==> config.mk <==
export PLATFORM = sky130hd
export DESIGN_NAME = ram_rr_arbiter
export DESIGN_NICKNAME = d
export VERILOG_FILES = /design/src/rtl/ram_rr_arbiter.sv
export SDC_FILE = /design/constraint.sdc
export NUM_CORES = 1
export LEC_CHECK = 0
export CAP_MARGIN = 0
export CORE_MARGIN = 4
export CORE_UTILIZATION = 35
export CTS_CLUSTER_DIAMETER = 100
export DETAILED_ROUTE_END_ITERATION = 6
export PLACE_DENSITY = 0.84
export SYNTH_ARGS = -nofsm -noshare
export SYNTH_HDL_FRONTEND = slang
export SYNTH_SLANG_ARGS = --single-unit
==> constraint.sdc <==
create_clock -name clk -period 1.65 [get_ports clk]
set_clock_uncertainty 0.1 [all_clocks]
set_input_delay 0.2475 -clock clk [delete_from_list [all_inputs] [get_ports clk]]
set_output_delay 0.2475 -clock clk [all_outputs]
set_load 0.05 [all_outputs]
==> src/rtl/ram_rr_arbiter.sv <==
// Round-robin arbiter sharing one simple dual-port RAM between two clients.
// Read data is broadcast; a tag pipeline steers rvalid back to the issuer.
module ram_rr_arbiter #(
   parameter int RAM_WIDTH  = 8,
   parameter int ADDR_WIDTH = 9,
   parameter int RD_LATENCY = 1
) (
   input  logic                  clk,
   input  logic                  rst_n,
   input  logic                  c0_req,
   input  logic                  c0_we,
   input  logic [ADDR_WIDTH-1:0] c0_addr,
   input  logic [RAM_WIDTH-1:0]  c0_wdata,
   output logic                  c0_gnt,
   output logic                  c0_rvalid,
   output logic [RAM_WIDTH-1:0]  c0_rdata,
   input  logic                  c1_req,
   input  logic                  c1_we,
   input  logic [ADDR_WIDTH-1:0] c1_addr,
   input  logic [RAM_WIDTH-1:0]  c1_wdata,
   output logic                  c1_gnt,
   output logic                  c1_rvalid,
   output logic [RAM_WIDTH-1:0]  c1_rdata,
   output logic                  ram_wr_en,
   output logic [ADDR_WIDTH-1:0] ram_wr_addr,
   output logic [RAM_WIDTH-1:0]  ram_wr_data,
   output logic                  ram_rd_en,
   output logic [ADDR_WIDTH-1:0] ram_rd_addr,
   input  logic [RAM_WIDTH-1:0]  ram_rd_data
);

   logic                  last_q, last_d;
   logic                  wr_en_q, wr_en_d;
   logic                  rd_en_q, rd_en_d;
   logic [ADDR_WIDTH-1:0] wr_addr_q, wr_addr_d;
   logic [RAM_WIDTH-1:0]  wr_data_q, wr_data_d;
   logic [ADDR_WIDTH-1:0] rd_addr_q, rd_addr_d;
   logic                  rd_id_q, rd_id_d;
   logic [RD_LATENCY-1:0] tag_vld_q, tag_vld_d;
   logic [RD_LATENCY-1:0] tag_id_q, tag_id_d;

   logic                  gnt0, gnt1;
   logic                  sel_we;
   logic [ADDR_WIDTH-1:0] sel_addr;
   logic [RAM_WIDTH-1:0]  sel_wdata;

   // last_q = 1 means client 1 was granted last, so client 0 wins a tie
   always_comb begin
      gnt0 = 1'b0;
      gnt1 = 1'b0;
      if (rst_n) begin
         gnt0 = c0_req && (!c1_req || last_q);
         gnt1 = c1_req && !gnt0;
      end
   end

   always_comb begin
      sel_we    = gnt1 ? c1_we    : c0_we;
      sel_addr  = gnt1 ? c1_addr  : c0_addr;
      sel_wdata = gnt1 ? c1_wdata : c0_wdata;
   end

   always_comb begin
      last_d    = last_q;
      wr_en_d   = 1'b0;
      rd_en_d   = 1'b0;
      wr_addr_d = wr_addr_q;
      wr_data_d = wr_data_q;
      rd_addr_d = rd_addr_q;
      rd_id_d   = rd_id_q;
      if (gnt0 || gnt1) begin
         last_d = gnt1;
         if (sel_we) begin
            wr_en_d   = 1'b1;
            wr_addr_d = sel_addr;
            wr_data_d = sel_wdata;
         end else begin
            rd_en_d   = 1'b1;
            rd_addr_d = sel_addr;
            rd_id_d   = gnt1;
         end
      end
   end

   // Tags ride alongside the RAM read so rvalid lines up with ram_rd_data
   always_comb begin
      tag_vld_d    = tag_vld_q;
      tag_id_d     = tag_id_q;
      tag_vld_d[0] = rd_en_q;
      tag_id_d[0]  = rd_id_q;
      for (int i = 1; i < RD_LATENCY; i++) begin
         tag_vld_d[i] = tag_vld_q[i-1];
         tag_id_d[i]  = tag_id_q[i-1];
      end
   end

   always_ff @(posedge clk) begin
      if (!rst_n) begin
         last_q    <= 1'b1;
         wr_en_q   <= 1'b0;
         rd_en_q   <= 1'b0;
         wr_addr_q <= '0;
         wr_data_q <= '0;
         rd_addr_q <= '0;
         rd_id_q   <= 1'b0;
         tag_vld_q <= '0;
         tag_id_q  <= '0;
      end else begin
         last_q    <= last_d;
         wr_en_q   <= wr_en_d;
         rd_en_q   <= rd_en_d;
         wr_addr_q <= wr_addr_d;
         wr_data_q <= wr_data_d;
         rd_addr_q <= rd_addr_d;
         rd_id_q   <= rd_id_d;
         tag_vld_q <= tag_vld_d;
         tag_id_q  <= tag_id_d;
      end
   end

   assign c0_gnt      = gnt0;
   assign c1_gnt      = gnt1;
   assign ram_wr_en   = wr_en_q;
   assign ram_wr_addr = wr_addr_q;
   assign ram_wr_data = wr_data_q;
   assign ram_rd_en   = rd_en_q;
   assign ram_rd_addr = rd_addr_q;
   assign c0_rdata    = ram_rd_data;
   assign c1_rdata    = ram_rd_data;
   assign c0_rvalid   = rst_n && tag_vld_q[RD_LATENCY-1]
                        && !tag_id_q[RD_LATENCY-1];
   assign c1_rvalid   = rst_n && tag_vld_q[RD_LATENCY-1]
                        && tag_id_q[RD_LATENCY-1];

endmodule

Word level (Yosys, flattened, before mapping)

Cells that the tools add are included.

Bits in registers: 32
Logic and storage cells: 30

Multiplexer cells: 7
Bitwise logic cells: 1
Reductions and logical operators: 13

Operator list:

| kind                | count |
|---|---|
| 9-bit two-way mux   | 1 |
| 8-bit two-way mux   | 1 |
| 2-bit AND reduction | 3 |
| 1-bit logical AND   | 5 |
| 1-bit two-way mux   | 5 |
| 1-bit zero test     | 3 |
| 1-bit logical OR    | 2 |
| 1-bit NOT           | 1 |

Logic depth before layout (Yosys ltp)

Depth in word-level cells: 9
Gate-level depth with buffers: 5
Mapped depth without buffers: 4

Worst setup path after synthesis

No wires, ideal clock.

Path kind: input to output
Start point: input port rst_n
End point: output port c0_rvalid
Arrival time: 1.296 ns
Setup slack: 0.007 ns
Stages on the path: 4
Path buffers: 2
Cells stage by stage: buf_6 clkbuf_1 nand2_1 nor2_1

Word-level cells in the longest chain between the ends: 2

RTL lines:

| what              | line | text |
|---|---|---|
| from (decl)       | 9    | `input logic rst_n,` |
| 1-bit logical AND | 130  | `assign c0_rvalid = rst_n && tag_vld_q[RD_LATENCY-1]` |
| 1-bit logical AND | 131  | `&& !tag_id_q[RD_LATENCY-1];` |
| to (decl)         | 15   | `output logic c0_rvalid,` |

No other way between the ends.

Worst setup path in the final report

Same ends and word-level chain as after synthesis.

==> impl_metrics.py <==
metrics = {
    "global_route": {
        "track_usage_pct": 13.0,
        "antenna_found_initial": 0,
        "grt_pass1_wl_mm": 5.23,
        "grt_max_degree": 21,
        "overflow": 0,
        "grt_pass1_vias": 1145,
    },
    "die": {
        "io_pins": 96,
        "die_area_um2": 5060,
        "die-height_um": 71.2,
        "die_w_um": 71.2,
        "core_um2": 3770,
        "start_util_pct": 37.0,
        "rows": 22,
    },
    "route": {
        "wl_per_cell_um": 13.8,
        "drc_errors": 0,
        "routed-wl-met3_um": 292,
        "routed_wl_mm": 3.33,
        "top_layer_used": "met4",
        "met1_length_mm": 1.32,
        "first_pass_iters": 3,
        "wl_met2_mm": 1.68,
        "dr_total_vias": 1140,
        "drt-initial-drc-count": 12,
        "ant_nets": 0,
        "vias_per_cell": 4.71,
    },
    "layout": {
        "multi_input_area_um2": 554,
        "num-fill-cells": 333,
        "final_nets": 241,
        "seq_area_um2": 642,
        "diodes": 0,
        "synthToLayoutAreaGrowth_pct": 55.4,
        "layout.cells.non_filler": 242,
        "drive_gt1_share_pct": 29.4,
        "design_area_um2": 2170,
    },
    "synthesis": {
        "netlist_area_um2": 1400,
        "synth_nets": 178,
        "synth_area_per_cell_um2": 10.7,
        "ys_seq_elements": 32,
        "synth_warnings": 0,
        "synthCells": 130,
        "synth-seq-area-share_pct": 45.9,
        "ys_types": 24,
    },
    "critical_path": {
        "cp_cell_sequence": "clkdlybuf4s50_1, buf_4, nand2_1, nor2_1, buf_12",
        "crit_slowest_cell": "clkdlybuf4s50_1",
        "crit_start": "rst_n",
        "slowest_delay_ps": 460,
        "r2r_slack_ps": 190,
        "r2r-start": "last_q",
        "worst_setup_path_start_kind": "input pin",
        "required_ps": 1300,
        "cp-end-kind": "primary output",
        "r2r_end": "ram_wr_data[1]",
        "arrival_ps": 1260,
        "worstSetupPathType": "in -> out",
        "cp_max_fo": 9,
        "reg2reg_depth": 4,
    },
    "placement": {
        "gp_congestion": 0.736,
        "portBuffers": 71,
        "place.detailed.hpwl_mm": 2.54,
        "dpl_worst_slack_ps": -214,
        "dpl_cell_area_um2": 2040,
        "post-place-cells": 234,
    },
    "pwr": {
        "leakagePower_uw": 0.00103,
        "power_frac_comb_pct": 25.8,
        "vdd.ir_drop.worst_mv": 0.584,
        "p_per_area_nw_per_um2": 1040,
        "p_sw_share_pct": 28.6,
        "switchingPower_uw": 643,
        "seq_power_share_pct": 38.4,
        "pwr-share-clk_pct": 35.8,
        "p_int_uw": 1610,
    },
    "run": {
        "max_cap_violations": 0,
    },
    "clocking": {
        "cts_buffers": 5,
        "cts_hold_buf": 0,
        "cts_tree": "built",
        "clk_path_buf_depth": 2,
        "clockRootBuffer": "clkbuf_8",
        "clock_latency_ps": 270,
        "cts_sinks": 32,
        "clk_pin_slew_ps": 60,
        "htreeDepth": 2,
    },
    "sta": {
        "setup_viol": 0,
        "hold_viol_final": 0,
        "period_needed_ps": 1600,
        "min_period_over_period_pct": 97.3,
        "setup_ws_ps": 45.1,
        "holdWs_ps": 340,
        "tns_ps": 0,
        "max_slew_margin_pct": 72.9,
        "rsz0062_at_grt": "no",
        "slew_violations": 0,
        "worst_pin_slew_ps": 405,
        "fmax_ghz": 0.623,
    },
    "hold_path": {
        "holdCritPathClass": "reg -> reg",
        "worstHoldStart": "rd_id_q",
        "worstHoldEndpoint": "tag_id_q",
        "hold_depth": 2,
    },
    "status": {
        "status": "finished, final reports clean",
    },
}
-- power by group through the flow --
| stage | Combinational (uW) | Sequential, uW | Clock, uW |
|---|---|---|---|
| 3_5_place_dp | 589 | 880 | 0 |
| 6_report | 581 | 866 | 806 |
| 5_1_grt | 612 | 874 | 857 |
| 3_3_place_gp | 580 | 880 | 0 |
| 4_1_cts | 588 | 865 | 816 |
| 2_1_floorplan | 259 | 1070 | 0 |
-- worst max-delay path by stage --
stage,end
2_1_floorplan,c0_rvalid
3_3_place_gp,ram_wr_addr[5]
5_1_grt,ram_wr_data[6]
3_5_place_dp,ram_wr_data[1]
4_1_cts,c1_gnt
6_report,c0_rvalid
-- critical path: cells and delay by family --
kind	cells	cell delay, ps
buffers and inverters	3	780
AND/OR/NAND/NOR	2	230
-- placed cells by master (no fill, tap or decap), types with 2 or more instances in the layout --
cell type        count
inv_1                6
and2_1               2
a21oi_1              9
o2bb2ai_1           17
mux2i_1             17
o21ai_0              9
clkdlybuf4s50_1     38
nand2_1              2
nand2_4              2
clkbuf_8             7
buf_12               6
dfxtp_1             31
buf_4               34
-- layout make-up --
type | instances | share of cell area (%)
clock inverters | 1 | 1.38
flip-flops and latches | 32 | 29.6
well taps | 48 | 2.77
multi-input cells | 69 | 25.5
clock buffers | 7 | 4.44
repair buffers | 79 | 35.2
inverters | 6 | 1.04
-- layer usage --
| layer | GRT usage, % | up-vias |
|---|---|---|
| met5 | 0 | - |
| met4 | 4.59 | 0 |
| met3 | 5.40 | 9 |
| met2 | 21.9 | 42 |
| met1 | 14.6 | 517 |
| li1 | - | 572 |
-- flip-flops by register name (all words and copies together), names as in the netlist --
signal       cells
ram_rd_addr      9
ram_wr_addr      9
ram_wr_data      8
last_q           1
ram_rd_en        1
ram_wr_en        1
rd_id_q          1
tag_id_q         1
tag_vld_q        1
-- what timing repair did --
| action | in CTS | in global routing |
|---|---|---|
| setup endpoints to repair | 2 | 2 |
| setup buffers | 0 | 0 |
| pin swaps | 0 | 1 |
| gates resized for setup | 1 | 1 |
| endpoints found under the hold margin | 0 | 0 |
-- cell usage after synthesis --
cell / number / share of area, %
nand2_4: 2 / 1.6
a32o_2: 1 / 0.81
mux2i_1: 17 / 12
a21oi_1: 9 / 3.2
and2_1: 2 / 0.90
and3_2: 1 / 0.54
and3_1: 1 / 0.45
dfxtp_1: 32 / 46
buf_4: 16 / 8.6
o22ai_1: 1 / 0.45
nor2_1: 1 / 0.27
nor2_4: 1 / 0.81
clkbuf_1: 1 / 0.27
inv_1: 6 / 1.6
nand3_1: 1 / 0.36
or2b_2: 1 / 0.63
nand2_1: 2 / 0.54
buf_2: 2 / 0.72
o2bb2ai_1: 17 / 11
nand2b_4: 1 / 0.99
a21boi_4: 1 / 1.3
a32o_1: 1 / 0.72
buf_6: 4 / 3.2
o21ai_0: 9 / 3.2
-- kinds of logic (layout without fill, tap and decap cells) --
logic type             after synthesis  in the layout  share of synthesized area (%)
AO/OA/AOI/OAI                       39             39                           20.4
buffers and inverters               29             93                           14.4
flip-flops                          32             32                           45.9
multiplexers                        17             17                           12.2
AND/OR/NAND/NOR                     13             13                           7.08
-- metrics by stage --
stage | total power, uW | util [%]
floorplan | 1330 | -
global placement | 1460 | 54.2
detailed placement | 1470 | 54.2
CTS | 2270 | 57.5
global route | 2340 | 57.5
finish | 2250 | 57.5
Note: power is estimated with default switching activity, not from simulation.
